### config.mk
export PLATFORM = sky130hd
export DESIGN_NAME = serial_frame_ctrl
export DESIGN_NICKNAME = d
export VERILOG_FILES = /design/src/rtl/serial_frame_ctrl_pkg.sv /design/src/rtl/sipo_shift.sv /design/src/rtl/serial_frame_ctrl.sv
export SDC_FILE = /design/constraint.sdc
export NUM_CORES = 1
export LEC_CHECK = 0
export CAP_MARGIN = 20
export CORE_MARGIN = 2
export CORE_UTILIZATION = 44
export CTS_BUF_LIST = sky130_fd_sc_hd__clkbuf_4 sky130_fd_sc_hd__clkbuf_8
export DETAILED_ROUTE_END_ITERATION = 10
export GPL_TIMING_DRIVEN = 0
export PLACE_DENSITY_LB_ADDON = 0.05
export SYNTH_ARGS = -nofsm -noshare
export SYNTH_HDL_FRONTEND = slang
export SYNTH_SLANG_ARGS = --single-unit
### constraint.sdc
create_clock -name clk -period 2.25 [get_ports clk]
set_clock_uncertainty 0.15 [all_clocks]
set_input_delay 0.3375 -clock clk [delete_from_list [all_inputs] [get_ports clk]]
set_output_delay 0.3375 -clock clk [all_outputs]
set_load 0.05 [all_outputs]
### src/rtl/serial_frame_ctrl_pkg.sv
// Shared state encoding and sizing helper for the serial frame controller.
package serial_frame_ctrl_pkg;

    typedef enum logic [1:0] {
        StIdle   = 2'd0,
        StData   = 2'd1,
        StParity = 2'd2,
        StStop   = 2'd3
    } frameState_e;

    // Bit counter must hold 0..width.
    function automatic int unsigned cntWidth(int unsigned width);
        return $clog2(width + 1);
    endfunction

endpackage

### src/rtl/sipo_shift.sv
// Serial-in/parallel-out register; bits enter at the MSB so the first bit ends up in bit 0.
module sipo_shift #(
    parameter int unsigned WIDTH = 4
) (
    input  logic             clk,
    input  logic             rst_n,
    input  logic             ShiftEn,
    input  logic             ShiftIn,
    output logic [WIDTH-1:0] ParallelOut,
    output logic             ShiftOut
);

    logic [WIDTH-1:0] regQ;

    always_ff @(posedge clk or negedge rst_n) begin
        if (!rst_n) begin
            regQ <= '0;
        end else if (ShiftEn) begin
            regQ <= {ShiftIn, regQ[WIDTH-1:1]};
        end
    end

    assign ParallelOut = regQ;
    assign ShiftOut    = regQ[0];

endmodule

### src/rtl/serial_frame_ctrl.sv
// Start-bit detection, data/parity/stop sequencing and a one-word valid/ready holding register.
module serial_frame_ctrl
    import serial_frame_ctrl_pkg::*;
#(
    parameter int unsigned WIDTH     = 4,
    parameter int unsigned PARITY_EN = 1
) (
    input  logic             clk,
    input  logic             rst_n,
    input  logic             SerialIn,
    input  logic             DataReady,
    output logic [WIDTH-1:0] DataOut,
    output logic             DataValid,
    output logic             ShiftEn,
    output logic             Busy,
    output logic             ParityErr,
    output logic             FrameErr,
    output logic             Overrun
);

    localparam int unsigned      CntW    = cntWidth(WIDTH);
    localparam logic [CntW-1:0]  LastBit = CntW'(WIDTH - 1);

    frameState_e      stateQ;
    logic [CntW-1:0]  cntQ;
    logic             shiftEnQ;
    logic             busyQ;
    logic             parAccQ;
    logic             parFailQ;
    logic [WIDTH-1:0] dataOutQ;
    logic             dataValidQ;
    logic             parityErrQ;
    logic             frameErrQ;
    logic             overrunQ;
    logic [WIDTH-1:0] parallelOut;
    logic             shiftOut;

    sipo_shift #(
        .WIDTH(WIDTH)
    ) uShift (
        .clk        (clk),
        .rst_n      (rst_n),
        .ShiftEn    (shiftEnQ),
        .ShiftIn    (SerialIn),
        .ParallelOut(parallelOut),
        .ShiftOut   (shiftOut)
    );

    always_ff @(posedge clk or negedge rst_n) begin
        if (!rst_n) begin
            stateQ     <= StIdle;
            cntQ       <= '0;
            shiftEnQ   <= 1'b0;
            busyQ      <= 1'b0;
            parAccQ    <= 1'b0;
            parFailQ   <= 1'b0;
            dataOutQ   <= '0;
            dataValidQ <= 1'b0;
            parityErrQ <= 1'b0;
            frameErrQ  <= 1'b0;
            overrunQ   <= 1'b0;
        end else begin
            parityErrQ <= 1'b0;
            frameErrQ  <= 1'b0;
            overrunQ   <= 1'b0;
            if (dataValidQ && DataReady) begin
                dataValidQ <= 1'b0;
            end
            // Tracks the parity of the whole register: add the bit entering, cancel the bit leaving.
            if (shiftEnQ) begin
                parAccQ <= parAccQ ^ SerialIn ^ shiftOut;
            end
            unique case (stateQ)
                StIdle: begin
                    if (!SerialIn) begin
                        stateQ   <= StData;
                        cntQ     <= '0;
                        shiftEnQ <= 1'b1;
                        busyQ    <= 1'b1;
                        parFailQ <= 1'b0;
                    end
                end
                StData: begin
                    cntQ <= cntQ + CntW'(1);
                    if (cntQ == LastBit) begin
                        shiftEnQ <= 1'b0;
                        stateQ   <= (PARITY_EN != 0) ? StParity : StStop;
                    end
                end
                StParity: begin
                    parFailQ <= parAccQ ^ SerialIn;
                    stateQ   <= StStop;
                end
                StStop: begin
                    stateQ     <= StIdle;
                    busyQ      <= 1'b0;
                    frameErrQ  <= !SerialIn;
                    parityErrQ <= parFailQ;
                    if (SerialIn && !parFailQ) begin
                        if (!dataValidQ || DataReady) begin
                            dataOutQ   <= parallelOut;
                            dataValidQ <= 1'b1;
                        end else begin
                            overrunQ <= 1'b1;
                        end
                    end
                end
                default: stateQ <= StIdle;
            endcase
        end
    end

    assign DataOut   = dataOutQ;
    assign DataValid = dataValidQ;
    assign ShiftEn   = shiftEnQ;
    assign Busy      = busyQ;
    assign ParityErr = parityErrQ;
    assign FrameErr  = frameErrQ;
    assign Overrun   = overrunQ;

endmodule

==> flow_summary_export.csv, run 1 <==
group,metric,value,unit
clocking,ctsHoldBuffers,0,
floorplan,die_h,51.79,um
clocking,ctsResizeCount,0,
power,switchingPower,0.7362,mW
critical_path,required,1.76,ns
critical_path,slowest_stage,"clkdlybuf4s50_1",
clocking,clock-root-buffer,"clkbuf_4",
logic_synthesis,synth-main-ff-cell,"dfrtp_1",
sta,period_needed,1.954,ns
critical_path,critPathKind,"register to primary output",
route,drc,0,
cells_and_area,fin_util,54.77,%
critical_path,arrival,1.47,ns
logic_synthesis,syn_inst,82,
clocking,max-clock-path-buffers,2,
grt,track_usage,13.66,%
critical_path,r2r-start,"stateQ[0]",
power,p_comb_share,53.2,%
logic_synthesis,synthTopCellsByArea,"dfrtp_1 52%, mux2_2 10%, ha_1 10%",
cells_and_area,antenna_cells,0,
min_path,hold_path_end,"cntQ[0]",
critical_path,cp-end-kind,"primary output",
clocking,cts_tree,"yes",
logic_synthesis,syn_nets,94,
route,post_drt_wl_per_cell,11.60,um
sta,worstMarginPinSlew,0.9158,ns
grt,grt_antenna_before_repair,0,
place,place.gp.congestion,0.6881,
clocking,path_clk_slew,0.11,ns
grt,globalRoute.totalOverflow,0,
critical_path,critPathLaunchType,"register",
power,p_clk_share,10.4,%
critical_path,crit_cells,1,
power,internal_power,1.013,mW
grt,grt_max_degree,22,
critical_path,crit_path_max_fanout,2,
outcome,outcome,"completed",
critical_path,r2r_cells,5,
route,firstDrtPassIters,1,
power,cellPowerDensity,1457,mW/mm^2
critical_path,crit_family,"buffers and inverters",
clocking,clock-sinks,21,
logic_synthesis,synth_area,0.001005,mm^2
cells_and_area,nNetsFinal,112,
floorplan,coreArea,0.002191,mm^2
cells_and_area,synthToLayoutAreaGrowth,19.43,%
critical_path,slowest_delay,0.80,ns
grt,grt_pass1_wl,2.670,mm
logic_synthesis,synth_cell_types,28,
cells_and_area,fin_cells,127,
floorplan,dieArea,0.002682,mm^2
critical_path,r2r-end,"stateQ[1]",
clocking,clkLatencyLatePin,0.29,ns
run,cap_violations,0,
power,netSwitchingFraction,42.09,%
place,dp_hpwl,1.119,mm
power,p_seq_share,36.4,%
power,vdd_drop_max,0.7063,mV
critical_path,path_buf_inv,1,
sta,finalCritPeriodShare,86.83,%
route,routed_via_density,4.835,
logic_synthesis,synth_common_cells,"21 x dfrtp_1, 9 x mux2_2, 8 x ha_1",
min_path,min_delay_path_depth,1,
logic_synthesis,ys_ff_latch,21,
sta,timing.setup.tns,0,ns
critical_path,r2r_slack,0.42,ns
sta,setup_viol,0,
place,dp_cells,123,
logic_synthesis,yosysMostFrequentCell,"dfrtp_1",
floorplan,std_cell_rows,17,
route,ant_nets,0,
clocking,postCtsSetupBuffers,0,
route,drt_wl_total,1.473,mm
logic_synthesis,synth.avg_cell_area,12.25,um^2
sta,fmax,0.5119,GHz
min_path,min_from,"cntQ[0]",
power,p_leak,0.5443,nW
logic_synthesis,ys_warn_count,0,
place,port_buffers,13,
sta,timing.final.max_slew_violations,0,
logic_synthesis,ys_seq_area_share,52.30,%
logic_synthesis,synth_top_area_share,52.30,%
critical_path,path_cells,"clkdlybuf4s50_1",
sta,slew_headroom,38.75,%
route,first_iter_violations,0,
cells_and_area,drive_gt1_share,19.19,%
min_path,hp-class,"register to register",
floorplan,start_util,45.86,%
logic_synthesis,async_flop_share,100.0,%
logic_synthesis,synth_edf_count,0,
clocking,htree_levels,1,
logic_synthesis,yosys.area.top_type,"dfrtp_1",
route,vias,614,
floorplan,io_pins,14,
sta,finalHoldViolations,0,
floorplan,dieWidth,51.79,um
sta,rsz0062_at_grt,"false",
clocking,cts_inserted_buffers,3,
grt,grt_pass1_vias,629,
## power by group through the flow
stage / logic, mW / clock network (mW) / registers [mW]
after floorplan: 0.463 / 0 / 0.872
after global placement: 0.917 / 0 / 0.643
after detailed placement: 0.942 / 0 / 0.648
after CTS: 0.945 / 0.195 / 0.639
after global routing: 1.02 / 0.211 / 0.660
final: 0.930 / 0.183 / 0.636
## layer usage
metal	vias to the layer above	GRT usage (%)	wire length (um)
met5	-	0	0
met1	290	16.73	707
met3	2	2.586	48
met4	0	7.895	9
li1	312	-	-
met2	10	22.44	707
## cell families after synthesis
logic type / share of synthesized area, %
compound gates: 8.095
xor+xnor: 1.744
fa+ha+maj: 9.963
buf+inv: 3.860
flops: 52.30
mux: 13.08
simple gates: 10.96
## cell usage in the layout, fill, tap and decap left out, types with 3 or more instances in the layout
master            n
mux2_2            9
a21oi_1           3
mux2i_1           3
dfrtp_1          21
inv_1             6
clkbuf_4          4
nor2_1            5
o21ai_0           3
nand2_1           3
clkdlybuf4s50_1  13
nand3b_1          3
ha_1              8
## stage by stage
stage | worst slack, ns | cell area, um^2 | power (mW) | hold WS (ns)
3_3_place_gp | 0.3600 | 1170 | 1.559 | 0.3260
5_1_grt | 0.2167 | 1200 | 1.890 | 0.3633
2_1_floorplan | 0.6049 | 1005 | 1.335 | -0.1081
3_5_place_dp | 0.3296 | 1170 | 1.591 | 0.3264
4_1_cts | 0.2662 | 1200 | 1.779 | 0.3426
6_report | 0.2963 | 1200 | 1.749 | 0.3372
## worst max-delay path by stage
stage               start         end  slack [ns]
6_report       DataOut[2]  DataOut[2]        0.30
2_1_floorplan   stateQ[0]   stateQ[1]        0.60
5_1_grt        DataOut[2]  DataOut[2]        0.22
4_1_cts        DataOut[2]  DataOut[2]        0.27
3_3_place_gp     SerialIn  DataOut[3]        0.36
3_5_place_dp     SerialIn  DataOut[2]        0.33
## registers in the layout, summed over array words and instances (netlist names)
| signal | cells |
|---|---|
| Busy | 1 |
| DataOut | 4 |
| DataValid | 1 |
| FrameErr | 1 |
| Overrun | 1 |
| ParityErr | 1 |
| ShiftEn | 1 |
| cntQ | 3 |
| parAccQ | 1 |
| parFailQ | 1 |
| stateQ | 2 |
| uShift.ParallelOut | 4 |
## cell type report
cell class,instances,area [um^2]
Multi-Input combinational cell,53,440.4
Timing Repair Buffer,13,130.1
Tap cell,28,35.03
Fill cell,194,991.0
Sequential cell,21,525.5
Buffer,2,16.27
Clock buffer,4,30.03
Inverter,6,22.52
## worst register-to-register path, cell delays in order, from the launching register on
cell	delay, ns
dfrtp_1	0.43
inv_1	0.13
ha_1	0.35
nand2_4	0.11
o21ai_0	0.17
mux2_2	0.38
No activity file was read; power rests on OpenSTA's default activity.
==> run 2, diff against run 1 <==
--- a/config.mk
+++ b/config.mk
@@ -12,6 +12,7 @@
 export DETAILED_ROUTE_END_ITERATION = 10
 export GPL_TIMING_DRIVEN = 0
 export PLACE_DENSITY_LB_ADDON = 0.05
+export SKIP_CTS_REPAIR_TIMING = 1
 export SYNTH_ARGS = -nofsm -noshare
 export SYNTH_HDL_FRONTEND = slang
 export SYNTH_SLANG_ARGS = --single-unit
==> results of run 2 <==
No change in the layout: final DEF, timing and power equal those of run 1.
==> run 3, diff against run 2 <==
--- a/config.mk
+++ b/config.mk
@@ -12,7 +12,6 @@
 export DETAILED_ROUTE_END_ITERATION = 10
 export GPL_TIMING_DRIVEN = 0
 export PLACE_DENSITY_LB_ADDON = 0.05
-export SKIP_CTS_REPAIR_TIMING = 1
 export SYNTH_ARGS = -nofsm -noshare
 export SYNTH_HDL_FRONTEND = slang
 export SYNTH_SLANG_ARGS = --single-unit
==> results of run 3 <==
No change in the layout: final DEF, timing and power equal those of run 1.
